File: src/rtl/ccd_pkg.sv
// rtl/ccd_pkg.sv - shared state encoding and widths for the CCD capture slice
package ccd_pkg;

    typedef enum logic [1:0] {
        ST_IDLE      = 2'd0,
        ST_WAIT_SOF  = 2'd1,
        ST_CAPTURE   = 2'd2,
        ST_STOP_PEND = 2'd3
    } ccd_state_e;

    localparam int CCD_CW     = 11;
    localparam int CCD_FCW    = 32;
    localparam int CCD_DW     = 10;
    localparam int CCD_LINE_W = 1280;

    // Both capturing states pass pixels and count frame ends.
    function automatic logic isCapturing(input logic [1:0] s);
        return (s == ST_CAPTURE) || (s == ST_STOP_PEND);
    endfunction

endpackage

File: src/rtl/ccd_xy_counter.sv
// rtl/ccd_xy_counter.sv - pixel column/row counter with line wrap and row saturation
module ccd_xy_counter
    import ccd_pkg::*;
#(
    parameter int LINE_W = CCD_LINE_W,
    parameter int CW     = CCD_CW
)
(
    input  logic          iCLK,
    input  logic          iRST,
    input  logic          clr,
    input  logic          inc,
    output logic [CW-1:0] xcnt,
    output logic [CW-1:0] ycnt
);

    localparam logic [CW-1:0] X_LAST = CW'(LINE_W - 1);
    localparam logic [CW-1:0] Y_MAX  = '1;

    // Line length comes only from LINE_W; LVAL never resets the column.
    always_ff @(posedge iCLK or negedge iRST) begin
        if (!iRST) begin
            xcnt <= '0;
            ycnt <= '0;
        end else if (clr) begin
            xcnt <= '0;
            ycnt <= '0;
        end else if (inc) begin
            if (xcnt == X_LAST) begin
                xcnt <= '0;
                if (ycnt != Y_MAX)
                    ycnt <= ycnt + 1'b1;
            end else begin
                xcnt <= xcnt + 1'b1;
            end
        end
    end

endmodule

File: src/rtl/ccd_capture_ctrl.sv
// rtl/ccd_capture_ctrl.sv - CCD capture sequencer; optional frame skipping via CCD_FRAME_SKIP_EN
module ccd_capture_ctrl
    import ccd_pkg::*;
#(
    parameter int LINE_W = CCD_LINE_W,
    parameter int CW     = CCD_CW,
    parameter int FCW    = CCD_FCW
)
(
    input  logic              iCLK,
    input  logic              iRST,
    input  logic              iStart,
    input  logic              iEnd,
    input  logic              iFVAL,
    input  logic              iLVAL,
    input  logic [CCD_DW-1:0] iDATA,
`ifdef CCD_FRAME_SKIP_EN
    input  logic [3:0]        iSkip,
`endif
    output logic [CCD_DW-1:0] oDATA,
    output logic              oDVAL,
    output logic [CW-1:0]     oX_Cont,
    output logic [CW-1:0]     oY_Cont,
    output logic [FCW-1:0]    oFrame_Cont,
    output logic              oBusy
);

    localparam logic [1:0] IDLE      = ST_IDLE;
    localparam logic [1:0] WAIT_SOF  = ST_WAIT_SOF;
    localparam logic [1:0] CAPTURE   = ST_CAPTURE;
    localparam logic [1:0] STOP_PEND = ST_STOP_PEND;

    logic              rFVAL;
    logic              rFVAL_d;
    logic              rLVAL;
    logic [CCD_DW-1:0] rDATA;
    logic [1:0]        state;
    logic [1:0]        stateNext;
    logic              fvRise;
    logic              fvFall;
    logic              active;
    logic              dropFrame;
    logic              nextDrop;
    logic              pix;
    logic              frameDone;
    logic [CW-1:0]     xcnt;
    logic [CW-1:0]     ycnt;

    always_ff @(posedge iCLK or negedge iRST) begin
        if (!iRST) begin
            rFVAL   <= 1'b0;
            rFVAL_d <= 1'b0;
            rLVAL   <= 1'b0;
            rDATA   <= '0;
        end else begin
            rFVAL   <= iFVAL;
            rFVAL_d <= rFVAL;
            rLVAL   <= iLVAL;
            rDATA   <= iDATA;
        end
    end

    assign fvRise = rFVAL & ~rFVAL_d;
    assign fvFall = ~rFVAL & rFVAL_d;
    assign active = isCapturing(state);

`ifdef CCD_FRAME_SKIP_EN
    logic [3:0] skipCnt;
    logic       dropping;

    // skipCnt holds how many upcoming frames to drop; dropping marks the frame in flight.
    always_ff @(posedge iCLK or negedge iRST) begin
        if (!iRST) begin
            skipCnt  <= '0;
            dropping <= 1'b0;
        end else if (state == IDLE) begin
            skipCnt  <= '0;
            dropping <= 1'b0;
        end else if (fvRise) begin
            dropping <= (skipCnt != 4'd0);
            if (skipCnt != 4'd0)
                skipCnt <= skipCnt - 4'd1;
        end else if (fvFall && active && !dropping) begin
            skipCnt <= iSkip;
        end
    end

    assign dropFrame = dropping;
    assign nextDrop  = (skipCnt != 4'd0);
`else
    assign dropFrame = 1'b0;
    assign nextDrop  = 1'b0;
`endif

    assign pix       = rFVAL & rLVAL & active & ~dropFrame;
    assign frameDone = fvFall & active & ~dropFrame;

    // Coordinates stay frozen across frames that are going to be dropped.
    ccd_xy_counter #(
        .LINE_W (LINE_W),
        .CW     (CW)
    ) u_xy (
        .iCLK (iCLK),
        .iRST (iRST),
        .clr  (fvRise & ~nextDrop),
        .inc  (pix),
        .xcnt (xcnt),
        .ycnt (ycnt)
    );

    // A simultaneous stop request always beats a start request.
    always_comb begin
        stateNext = state;
        case (state)
            IDLE: begin
                if (iStart && !iEnd)
                    stateNext = WAIT_SOF;
            end
            WAIT_SOF: begin
                if (iEnd)
                    stateNext = IDLE;
                else if (fvRise)
                    stateNext = CAPTURE;
            end
            CAPTURE: begin
                if (iEnd)
                    stateNext = STOP_PEND;
            end
            STOP_PEND: begin
                if (iStart && !iEnd)
                    stateNext = CAPTURE;
                else if (fvFall)
                    stateNext = IDLE;
            end
            default: stateNext = IDLE;
        endcase
    end

    always_ff @(posedge iCLK or negedge iRST) begin
        if (!iRST) begin
            state       <= IDLE;
            oBusy       <= 1'b0;
            oDVAL       <= 1'b0;
            oDATA       <= '0;
            oX_Cont     <= '0;
            oY_Cont     <= '0;
            oFrame_Cont <= '0;
        end else begin
            state   <= stateNext;
            oBusy   <= (stateNext != IDLE);
            oDVAL   <= pix;
            oDATA   <= pix ? rDATA : '0;
            oX_Cont <= xcnt;
            oY_Cont <= ycnt;
            if (frameDone)
                oFrame_Cont <= oFrame_Cont + 1'b1;
        end
    end

endmodule

File: config.mk
export PLATFORM = sky130hd
export DESIGN_NAME = ccd_capture_ctrl
export DESIGN_NICKNAME = d
export VERILOG_FILES = /design/src/rtl/ccd_pkg.sv /design/src/rtl/ccd_xy_counter.sv /design/src/rtl/ccd_capture_ctrl.sv
export SDC_FILE = /design/constraint.sdc
export NUM_CORES = 1
export LEC_CHECK = 0
export CORE_ASPECT_RATIO = 1.4
export CORE_MARGIN = 1
export CORE_UTILIZATION = 46
export CTS_CLUSTER_SIZE = 10
export DETAILED_ROUTE_END_ITERATION = 8
export HOLD_SLACK_MARGIN = 0.1
export PLACE_DENSITY = 0.88
export SETUP_SLACK_MARGIN = 0.4
export SYNTH_ARGS = -nofsm -noshare
export SYNTH_HDL_FRONTEND = slang
export SYNTH_SLANG_ARGS = --single-unit
export TNS_END_PERCENT = 5
File: constraint.sdc
create_clock -name iCLK -period 2.1 [get_ports iCLK]
set_clock_uncertainty 0.15 [all_clocks]
set_input_delay 0.42 -clock iCLK [delete_from_list [all_inputs] [get_ports iCLK]]
set_output_delay 0.42 -clock iCLK [all_outputs]
set_load 0.02 [all_outputs]
==> out/metrics.yaml, run 1 <==
status: "finished with violations"
violations: "negative setup slack"
grt_usage: 0.220
ys.flop_type: "dfrtp_1"
yosysSeqAreaShare: 0.657
period_share: 1.05
drt-initial-drc-count: 148
synthArstFlopShare: 1.00
power_density_nw_per_um2: 781
die_width_um: 80.0
grt_pass1_wl_um: 14500
grt-ovfl-total: 0
path_max_fanout: 5
setup_ws_ps: -101
fmax_mhz: 454
min_period_ps: 2200
yosys.area.top_type_share: 0.657
rows: 39
rsz0062_at_grt: "true"
synth-seq-cells: 103
cts-root-buf: "clkbuf_16"
critPathLaunch: "oFrame_Cont[4]"
start_util: 0.478
via_count: 2903
numCtsBuffers: 9
drv_slew: 0
hpwlAfterDp_um: 5770
grt_pass1_vias: 2955
ant_nets: 0
worstSetupPathType: "flip-flop to flip-flop"
clk_latency_ps: 350
post-place-ws_ps: -115
stdcell_count: 561
cp.arrival_ps: 2320
crit_required_ps: 2220
synth_nets: 345
r2r_slack_ps: -100
endpoint_kind: "flip-flop"
clkSinkCount: 103
syn_area_per_cell_sq_um: 12.0
worstSetupEndpoint: "oFrame_Cont[29]"
synth_area_leaders: "dfrtp_1 66%, xnor2_1 5.8%, xor2_1 4.7%, nor2_1 3.3%, nand2_1 3.0%"
place_inst: 540
numPortBuffers: 81
synthCells: 326
finalInstanceArea_sq_um: 5790
setup_viol_count_final: 4
worst_pin_slew_ps: 510
io_pins: 82
drv_cap: 0
start_kind: "flip-flop"
placed_area_sq_um: 5150
yosysMostFrequentCell: "dfrtp_1"
rr_worst_depth: 5
grt_max_degree: 38
r2r-end: "oFrame_Cont[29]"
core_area_sq_um: 8200
synth_area_sq_um: 3920
slew_headroom: 0.660
clkTransAtPathRegs_ps: 60
peakVddDrop_mv: 0.534
wire_per_inst_um: 16.2
ys_types: 36
post_drt_via_cell_ratio: 5.17
synth_edf_count: 0
ys_top_cells_by_count: "103 x dfrtp_1, 35 x nor2_1, 31 x nand2_1"
die_area_sq_um: 8910
drc: 0
syn_to_final_growth_pct: 47.7
antenna_found_initial: 0
diodes: 0
first_pass_iters: 5
hold_class: "flip-flop to flip-flop"
tritoncts: "built"
critPathMaxStageDelay_ps: 590
r2r-start: "oFrame_Cont[4]"
nets: 473
p_leak_nw: 3.43
crit_slowest_cell: "or4b_4"
yosysTopAreaCell: "dfrtp_1"
die_h_um: 111
ys_warn_count: 0
gp_congestion: 0.888
layout-drive-gt1-share: 0.281
cp_cell_sequence: "nand4_1 > or4_4 > or4b_4 > nor3_4 > xor2_1"
cts.path.max_buffers: 2
finalHoldViolations: 0
routed_wl_um: 9120
h-tree-depth: 3
[final cells by class]
class,instances,area (sq um)
timing repair buffer,125,1250
multi-input combinational,207,1490
sequential,103,2590
tap,102,128
inverter,8,30.0
clock buffer,12,256
fill,544,2410
clock inverter,4,52.6
[cell usage in the layout (no fill, tap or decap), types with 13 or more instances in the layout]
master,Yosys,final
dfrtp_1,103,93
dlymetal6s2s_1,0,42
buf_4,0,35
nor2_1,35,31
nand2_1,31,28
xnor2_1,26,21
xor2_1,21,21
clkdlybuf4s50_1,0,15
nand4_1,13,13
[flip-flops by register name, indices dropped and copies added, names as in the netlist, 2 cells and up]
register and cells:
state 2, oY_Cont 11, oDATA 10, rDATA 10
u_xy.xcnt 11, oX_Cont 11, u_xy.ycnt 11, oFrame_Cont 32
[power by group]
group          internal, W  total [W]  switching, W
Sequential         0.00210    0.00221      0.000105
Combinational     0.000267   0.000593      0.000327
Clock             0.000994    0.00172      0.000726
[per-layer routing]
metal	up-vias	routed length, um	track usage
met4	0	233	0.0869
met1	1444	3580	0.269
met5	-	0	0
met2	91	4830	0.362
li1	1343	-	-
met3	25	468	0.0617
[through the flow]
stage | hold slack [ps] | utilization | TNS [ps] | total power [W]
2_1_floorplan | -25.6 | - | -853 | 0.00249
3_3_place_gp | 244 | 0.628 | -169 | 0.00281
3_5_place_dp | 236 | 0.628 | -359 | 0.00284
4_1_cts | 273 | 0.673 | -22.4 | 0.00455
5_1_grt | 279 | 0.707 | -874 | 0.00473
6_report | 271 | 0.707 | -339 | 0.00452
[what timing repair did]
item                                    4_1_cts  5_1_grt
endpoints found under the setup margin      106      101
resized for setup                            94       74
hold endpoints to repair                     35        0
hold buffers                                  1        0
setup buffers                                 1        3
pin swaps                                    28       36
[worst min path at each step]
stage,startpoint,end,slack (ps),cells past startpoint
after floorplan,iRST,oBusy,-30,0
after global placement,u_xy.ycnt[10],oY_Cont[10],240,0
after detailed placement,u_xy.ycnt[10],oY_Cont[10],240,0
after CTS,u_xy.ycnt[6],oY_Cont[6],270,0
after global routing,u_xy.ycnt[6],oY_Cont[6],280,0
final,u_xy.ycnt[6],oY_Cont[6],270,0
[worst max-delay path: cells and delay by family (launching register included)]
kind / cells / cell delay (ps)
simple gates: 4 / 1440
xor+xnor: 1 / 170
flops: 1 / 360
[cells by family after synthesis]
family,after synthesis,synth area share
and+or+nand+nor,138,0.182
DFF,103,0.657
xor gates and xnor gates,47,0.105
AOI/OAI and AO/OA,19,0.0290
buffers and inverters,16,0.0172
adders and majority gates,3,0.00957
(Power assumes the default switching activity.)
==> run 2: changes to the inputs <==
- CAP_MARGIN: not set -> 25
==> results of run 2 <==
No change in the layout: final DEF, timing and power equal those of run 1.
